--- config.mk ---
export PLATFORM = sky130hd
export DESIGN_NAME = serial_deshifter
export DESIGN_NICKNAME = d
export VERILOG_FILES = /design/src/rtl/serial_deshifter.sv
export SDC_FILE = /design/constraint.sdc
export NUM_CORES = 1
export LEC_CHECK = 0
export ABC_AREA = 1
export CORE_MARGIN = 2
export CORE_UTILIZATION = 40
export DETAILED_ROUTE_END_ITERATION = 7
export PLACE_DENSITY = 0.64
export SLEW_MARGIN = 20
export SYNTH_ARGS = -nofsm -noshare
export SYNTH_HDL_FRONTEND = slang
export SYNTH_SLANG_ARGS = --single-unit
--- constraint.sdc ---
create_clock -name clk50 -period 4 [get_ports clk50]
set_input_delay 0.4 -clock clk50 [delete_from_list [all_inputs] [get_ports clk50]]
set_output_delay 0.4 -clock clk50 [all_outputs]
set_load 0.005 [all_outputs]
--- src/rtl/serial_deshifter.sv ---
// Deserialiser for the gated 10 MHz Wallops bit stream.
// It samples serial_in on the synchronised falling edge of gclk and delivers one parallel word after every N+1 bits.
module serial_deshifter #(
  parameter int unsigned N   = 9,
  parameter int unsigned GAP = 16
) (
  input  logic         clk50,
  input  logic         rst_n,
  input  logic         enable,
  input  logic         gclk,
  input  logic         serial_in,
  input  logic         data_ack,
  output logic [N:0]   dbus_out,
  output logic         data_valid,
  output logic         overrun,
  output logic         busy,
  output logic [15:0]  word_count
);

  localparam int unsigned CW = $clog2(N + 2);
  localparam int unsigned GW = $clog2(GAP + 1);

  typedef enum logic {IDLE, SHIFT} state_t;

  state_t         r_state;
  state_t         w_state_next;
  logic [1:0]     r_gclk_sync;
  logic [1:0]     r_sin_sync;
  logic [N-1:0]   r_shift;
  logic [CW-1:0]  r_bit_cnt;
  logic [GW-1:0]  r_gap;
  logic [N:0]     r_dbus;
  logic           r_valid;
  logic           r_overrun;
  logic [15:0]    r_count;

  logic           w_edge;
  logic           w_sample;
  logic [N:0]     w_word;
  logic           w_last;
  logic           w_timeout;
  logic           w_deliver_ok;

  assign w_edge       = (r_gclk_sync == 2'b10);
  assign w_sample     = r_sin_sync[1];
  assign w_word       = {r_shift, w_sample};
  assign w_last       = w_edge && (r_bit_cnt == CW'(N));
  assign w_timeout    = (r_state == SHIFT) && !w_edge && (r_gap == GW'(GAP - 1));
  assign w_deliver_ok = !r_valid || data_ack;

  always_ff @(posedge clk50 or negedge rst_n) begin
    if (!rst_n) r_state <= IDLE;
    else        r_state <= w_state_next;
  end

  always_comb begin
    w_state_next = r_state;
    if (!enable) begin
      w_state_next = IDLE;
    end else begin
      case (r_state)
        IDLE:    if (w_edge && !w_last)     w_state_next = SHIFT;
        SHIFT:   if (w_last || w_timeout)   w_state_next = IDLE;
        default: w_state_next = IDLE;
      endcase
    end
  end

  always_comb begin
    busy = (r_state == SHIFT);
  end

  always_ff @(posedge clk50 or negedge rst_n) begin
    if (!rst_n) begin
      r_gclk_sync <= '0;
      r_sin_sync  <= '0;
      r_shift     <= '0;
      r_bit_cnt   <= '0;
      r_gap       <= '0;
      r_dbus      <= '0;
      r_valid     <= 1'b0;
      r_overrun   <= 1'b0;
      r_count     <= '0;
    end else if (!enable) begin
      r_gclk_sync <= '0;
      r_sin_sync  <= '0;
      r_shift     <= '0;
      r_bit_cnt   <= '0;
      r_gap       <= '0;
      r_valid     <= 1'b0;
      r_overrun   <= 1'b0;
    end else begin
      r_gclk_sync <= {r_gclk_sync[0], gclk};
      r_sin_sync  <= {r_sin_sync[0], serial_in};
      // An acknowledge clears valid unless a word lands in the same cycle, which re-asserts it below.
      if (data_ack) r_valid <= 1'b0;
      if (w_edge) begin
        r_gap   <= '0;
        r_shift <= w_word[N-1:0];
        if (w_last) begin
          r_bit_cnt <= '0;
          if (w_deliver_ok) begin
            r_dbus  <= w_word;
            r_valid <= 1'b1;
            r_count <= r_count + 16'd1;
          end else begin
            r_overrun <= 1'b1;
          end
        end else begin
          r_bit_cnt <= r_bit_cnt + CW'(1);
        end
      end else if (w_timeout) begin
        r_gap     <= '0;
        r_bit_cnt <= '0;
        r_shift   <= '0;
      end else if (r_state == SHIFT) begin
        r_gap <= r_gap + GW'(1);
      end
    end
  end

  assign dbus_out   = r_dbus;
  assign data_valid = r_valid;
  assign overrun    = r_overrun;
  assign word_count = r_count;

endmodule

==> impl_results.md, run 1 <==
* Post-CTS setup buffer count at 0
* Global-route wire length before repair at 7.00 mm
* Worst clock skew on the final layout at 0.00906 ns
* Flop and latch count out of synthesis at 51
* H-tree depth reported by CTS at 2
* Std-Cell Core Area at 5470 um^2
* Power consumption at 877 uW
* Share of the cycle needed by the critical path after routing at 0.536
* Width of the chip at 79.0 um
* Worst path buffer plus inverter count at 3
* Highest-count cells in the layout ignoring fill and taps: nand2_1, dfrtp_1, clkdlybuf4s50_1
* Die outline area at 6240 um^2
* IO Pins at 35
* Cell type of the slowest stage on the worst timing path: clkdlybuf4s50_1
* CTS clock-pin slew for the worst setup and hold paths at 0.09 ns
* Netlist area before placement at 2250 um^2
* Cell area after layout at 2750 um^2
* Cell-by-cell listing of the critical path: clkdlybuf4s50_1 > inv_2 > nor2_2 > nand3_2 > inv_6 > nand2_1 > xnor2_1
* Sum of overflow across all layers after global routing at 0
* Most frequent standard cell in the layout excluding fill and tap cells: nand2_1
* Clock tree sinks at 51
* Die span in y at 79.0 um
* Max Fanout on Critical Path at 29
* Count of buffers inserted at the top-level ports at 34
* Total CTS buffers at 5
* Power density cells at 319 nW/um^2
* CP Capture Type: register
* CTS tree: yes
* Max-slew violation count at 0
* Status: finished, final reports clean
* Syn-to-layout area delta at 22.1%
* Pin count of the biggest net entering global routing at 52
* Area leader, netlist: dfrtp_1
* Unrepaired setup endpoints after global routing: false
* Post-CTS Resized at 0
* Post-detailed-placement half-perimeter wirelength at 2.75 mm
* Ratio of cells with drive above 1 in the final layout at 0.0664
* Number of design-rule violations left by the first detailed-router iteration at 73
* Max Cap Viol at 0
* Worst max-slew margin expressed relative to the limit at 0.537
* Total vias in the final route at 1666
* Number of instances in the synthesized netlist at 247
* Portion of the post-synthesis area used by sequential elements at 0.567
* Post-detailed-route count of antenna-violating nets at 0
* Root buffer selected by CTS: clkbuf_8
* Final wirelength at 3.97 mm
* Global-route usage over all layers at 0.140
* Number of buffers inserted by hold repair at cts at 0
* IR drop worst, VDD at 220 uV
* Hold Path Class: in -> async
* Worst endpoint data arrival time at 2.34 ns
* Fin crit period at 2.14 ns
* Final setup vio count at 0
* Insertion delay of the later-clocked pin in the worst-skew pair at 0.31 ns
* Category of cells accounting for the largest share of critical-path delay: buffers and inverters
* Initial DRT Pass Iterations at 4
* DR DRC count at 0
* Synth warnings at 0
* Vias in the first global route at 1563
* N_diodes at 0
* Number of nets at the end of the flow at 295
* Cell variety after synth at 26
* Area fraction of the dominant cell type after synthesis at 0.567
* Vias per Instance at 4.65
* Initial antenna violation count at 0
* Required time of the critical path at 4.19 ns
* Static leakage at 0.00124 uW
* Slew at the pin closest to its max-slew limit at 0.694 ns
* Area contributors post-synth: dfrtp_1, nand2_1, inv_1, o21ai_0, nor2_1
* Element type at the critical path start: primary input
* Longest individual stage delay on the worst path at 0.61 ns
* Final hold violation count at 0
* Worst setup path category: in -> reg
* Maximum clock frequency at 0.467 GHz
* Post-layout util at 0.502
* Site row count at 27
* Net Count, Synth at 257
* RD Place Congestion at 0.798
* Deepest clock path buffer count at 2
* Final total negative setup slack at 0 ns
* Starting density of the core at 0.411
* Standard cell area after detailed placement at 2650 um^2
* WL per Instance at 11.1 um
* Average instance area after synthesis at 9.11 um^2
[final timing paths]
check / startpoint / to / slack, ns / depth (start not counted)
setup / recovery: enable / word_count[3]$_DFFE_PN0P_ / 1.86 / 7
hold / removal: rst_n / r_gap[3]$_DFFE_PN0P_ / 0.19 / 2
setup reg to reg: r_bit_cnt[1]$_DFFE_PN0P_ / word_count[3]$_DFFE_PN0P_ / 1.93 / 8
hold reg to reg: r_sin_sync[0]$_DFF_PN0_ / r_sin_sync[1]$_DFF_PN0_ / 0.44 / 2
max in group asynchronous: rst_n / r_bit_cnt[0]$_DFFE_PN0P_ / 3.40 / 2
min in group clk50: r_sin_sync[0]$_DFF_PN0_ / r_sin_sync[1]$_DFF_PN0_ / 0.44 / 2
[registers in the layout, indices dropped and copies added, names as in the netlist]
register	cells
dbus_out	10
r_sin_sync	2
busy	1
r_bit_cnt	4
word_count	16
r_gap	5
r_gclk_sync	2
overrun	1
data_valid	1
r_shift	9
[report_power, final]
part           switching [uW]  total, uW  internal [uW]
combinational            26.0       38.7           12.7
sequential               4.37        526            522
clock                     183        312            129
[synth_stat cells]
| master | instances |
|---|---|
| nand3b_1 | 3 |
| clkinv_1 | 1 |
| inv_2 | 1 |
| nor2_1 | 19 |
| xnor2_1 | 4 |
| nand2_1 | 70 |
| a21oi_1 | 3 |
| inv_1 | 27 |
| o21ai_0 | 17 |
| buf_2 | 1 |
| inv_6 | 1 |
| buf_6 | 2 |
| ha_1 | 4 |
| o22ai_1 | 10 |
| nor2_4 | 3 |
| nand2_2 | 1 |
| dfrtp_1 | 51 |
| o21ai_1 | 2 |
| nor2_2 | 2 |
| xor2_1 | 8 |
| nor3_1 | 1 |
| o211ai_1 | 1 |
| clkbuf_1 | 1 |
| nand3_2 | 1 |
| nand3_1 | 12 |
| nand4_1 | 1 |
[logic make-up (layout without fill, tap and decap cells)]
kind of cell | after synthesis | in the layout | synth area share
AO/OA/AOI/OAI | 33 | 33 | 0.0800
adder cells (fa/ha/maj) | 4 | 4 | 0.0222
buffers and inverters | 34 | 73 | 0.0661
XOR/XNOR | 12 | 12 | 0.0467
AND/OR/NAND/NOR | 113 | 113 | 0.218
flip-flops | 51 | 51 | 0.567
[per-stage QoR]
stage          setup WS, ns  std cells  hold slack [ns]
3_5_place_dp           1.52        350            0.420
3_3_place_gp           1.60        350            0.433
2_1_floorplan          2.58        247            0.104
5_1_grt                1.68        358            0.247
4_1_cts                1.85        358            0.212
6_report               1.86        358            0.187
[per-layer routing]
| metal | vias up | global-route usage | share of wire |
|---|---|---|---|
| met1 | 773 | 0.193 | 0.50 |
| li1 | 862 | - | - |
| met4 | 0 | 0.0362 | 0.0083 |
| met3 | 2 | 0.0341 | 0.033 |
| met2 | 29 | 0.223 | 0.46 |
| met5 | - | 0 | 0 |
[final cells by class]
type,count,area (um^2)
Multi-Input combinational cell,162,826
Clock inverter,3,26.3
Sequential cell,51,1280
Fill cell,535,2730
Inverter,30,118
Timing Repair Buffer,35,343
Tap cell,72,90.1
Clock buffer,5,68.8
No activity file was read; power rests on OpenSTA's default activity.
==> inputs of run 2 (changes only) <==
--- a/config.mk
+++ b/config.mk
@@ -9,7 +9,7 @@
 export CORE_MARGIN = 2
 export CORE_UTILIZATION = 40
 export DETAILED_ROUTE_END_ITERATION = 7
-export PLACE_DENSITY = 0.64
+export PLACE_DENSITY = 0.67
 export SLEW_MARGIN = 20
 export SYNTH_ARGS = -nofsm -noshare
 export SYNTH_HDL_FRONTEND = slang
==> constraint.sdc (replaced) <==
create_clock -name clk50 -period 1.75 [get_ports clk50]
set_input_delay 0.175 -clock clk50 [delete_from_list [all_inputs] [get_ports clk50]]
set_output_delay 0.175 -clock clk50 [all_outputs]
set_load 0.005 [all_outputs]
==> impl_results.md, run 2 (synthesis gave the netlist of run 1 again) <==
* Global-route wire length before repair at 6.99 mm
* Final setup vio count at 0
* Number of cells on the worst reg-to-reg path at 9
* Power share of the clock group at 0.354
* Syn-to-layout area delta at 25.7%
* CTS clock-pin slew for the worst setup and hold paths at 0.10 ns
* Maximum clock frequency at 0.640 GHz
* FF-to-FF setup slack at 0.19 ns
* Slew at the pin closest to its max-slew limit at 0.487 ns
* Launch point of the worst reg-to-reg path: r_bit_cnt[1]$_DFFE_PN0P_
* Critical R2R Capture: word_count[2]$_DFFE_PN0P_
* Initial antenna violation count at 0
* Share of the cycle needed by the critical path after routing at 0.893
* Sum of overflow across all layers after global routing at 0
* Hold Path Class: in -> async
* N_diodes at 0
* DR DRC count at 0
* Cell-by-cell listing of the critical path: inv_1 > ha_1 > nand2_1 > nor2_1 > nand3_2 > buf_12 > inv_6 > nand2_1 > xnor2_1
* Number of inserted filler cells in the final layout at 514
* RD Place Congestion at 0.814
* Post-CTS setup buffer count at 0
* Met1 GRT Util at 0.179
* Site row count at 27
* Post-detailed-route count of antenna-violating nets at 0
* Worst setup path category: reg -> reg
* Power density cells at 713 nW/um^2
* Final wirelength at 4.09 mm
* Number of design-rule violations left by the first detailed-router iteration at 64
* Most numerous cell on the critical path: nand2_1
* Number of nets at the end of the flow at 302
* WL per Instance at 11.2 um
* Number of flip-flops in the largest register at 16
* Worst path buffer plus inverter count at 3
* Deepest clock path buffer count at 2
* Total vias in the final route at 1678
* Vias in the first global route at 1585
* Clock tree sinks at 51
* Die outline area at 6240 um^2
* Most frequent standard cell in the layout excluding fill and tap cells: nand2_1
* IO Pins at 35
* Element type at the critical path start: register
* Share of power burned in registers at 0.597
* Worst endpoint data arrival time at 1.76 ns
* Cell type of the slowest stage on the worst timing path: dfrtp_1
* Status: finished, final reports clean
* Final total negative setup slack at 0 ns
* Post-detailed-placement half-perimeter wirelength at 3.02 mm
* Unrepaired setup endpoints after global routing: false
* Ratio of cells with drive above 1 in the final layout at 0.0853
* Count of buffers inserted at the top-level ports at 34
* Static leakage at 0.00129 uW
* Max-slew violation count at 0
* Category of cells accounting for the largest share of critical-path delay: simple AND/OR/NAND/NOR gates
* Internal Pwr Total at 1530 uW
* Sequential cell area at 1280 um^2
* Longest individual stage delay on the worst path at 0.40 ns
* Most utilized layer in the global route result: met2
* Area of the multi-input gates at 826 um^2
* Die span in y at 79.0 um
* Post-CTS Resized at 0
* Fin crit period at 1.56 ns
* H-tree depth reported by CTS at 2
* Met3 track demand over resource at 0.0398
* Insertion delay of the later-clocked pin in the worst-skew pair at 0.31 ns
* Pin count of the biggest net entering global routing at 33
* Total net switching power at 488 uW
* Switching share of power at 0.242
* Max Fanout on Critical Path at 29
* Total CTS buffers at 5
* Width of the chip at 79.0 um
* Required time of the critical path at 1.95 ns
* CTS tree: yes
* Combinational power share at 0.049
* Initial DRT Pass Iterations at 4
* Global-route usage over all layers at 0.143
* Hold Worst Slack at 0.340 ns
* Worst max-slew margin expressed relative to the limit at 0.672
* Root buffer selected by CTS: clkbuf_8
* IR drop worst, VDD at 459 uV
* Final hold violation count at 0
* CP Capture Type: register
* Highest-count cells in the layout ignoring fill and taps: nand2_1, dfrtp_1, clkdlybuf4s50_1
* Starting density of the core at 0.411
* Vias per Instance at 4.60
* Global-route met2 utilization at 0.242
* Worst clock skew on the final layout at 0.00705 ns
* Max Cap Viol at 0
* Std-Cell Core Area at 5470 um^2
[run 2: how the worst max path moves through the flow]
stage | startpoint | endpoint | cells past startpoint
after floorplan | r_bit_cnt[1]$_DFFE_PN0P_ | word_count[12]$_DFFE_PN0P_ | 10
after global placement | enable | word_count[12]$_DFFE_PN0P_ | 9
after detailed placement | r_bit_cnt[1]$_DFFE_PN0P_ | word_count[15]$_DFFE_PN0P_ | 10
after CTS | r_bit_cnt[1]$_DFFE_PN0P_ | word_count[12]$_DFFE_PN0P_ | 10
after global routing | r_bit_cnt[1]$_DFFE_PN0P_ | word_count[15]$_DFFE_PN0P_ | 10
final | r_bit_cnt[1]$_DFFE_PN0P_ | word_count[2]$_DFFE_PN0P_ | 9
[run 2: metal layers]
layer  up-vias  wire (um)  part of all wire
li1        876          -                 -
met1       773       1920              0.47
met2        25       1970              0.48
met3         4        151             0.037
met4         0         42             0.010
met5         -          0                 0
[run 2: power groups by stage]
stage	clock network [uW]	logic (uW)	registers, uW
6_report	713	99.7	1200
5_1_grt	794	115	1210
4_1_cts	743	102	1200
3_5_place_dp	0	99.8	1230
3_3_place_gp	0	98.9	1230
2_1_floorplan	0	42.7	1220
[run 2: layout make-up]
class	instances	area share
repair buffers	42	0.149
clock inverters	3	0.00973
multi-input cells	162	0.292
flip-flops and latches	51	0.451
clock buffers	5	0.0243
inverters	30	0.0416
well taps	72	0.0318
[run 2: what timing repair did]
item                                    in CTS  in global routing
hold buffers                                 1                  0
endpoints found under the setup margin       0                  0
hold endpoints to repair                    19                  0
[run 2: metrics by stage]
step                instance area, um^2  cells  setup slack [ns]  utilization  total power (uW)
global route                       2830    365            0.0507        0.517              2110
finish                             2830    365             0.188        0.517              2020
floorplan                          2250    247             0.329            -              1270
detailed placement                 2720    356             0.210        0.497              1330
CTS                                2830    365             0.195        0.517              2050
global placement                   2720    356             0.234        0.497              1330
[run 2: worst register-to-register path, cell delays in order, from the launching register on]
cell     delay [ns]
dfrtp_1        0.40
inv_1          0.08
ha_1           0.13
nand2_1        0.06
nor2_1         0.19
nand3_2        0.12
buf_12         0.18
inv_6          0.10
nand2_1        0.07
xnor2_1        0.12
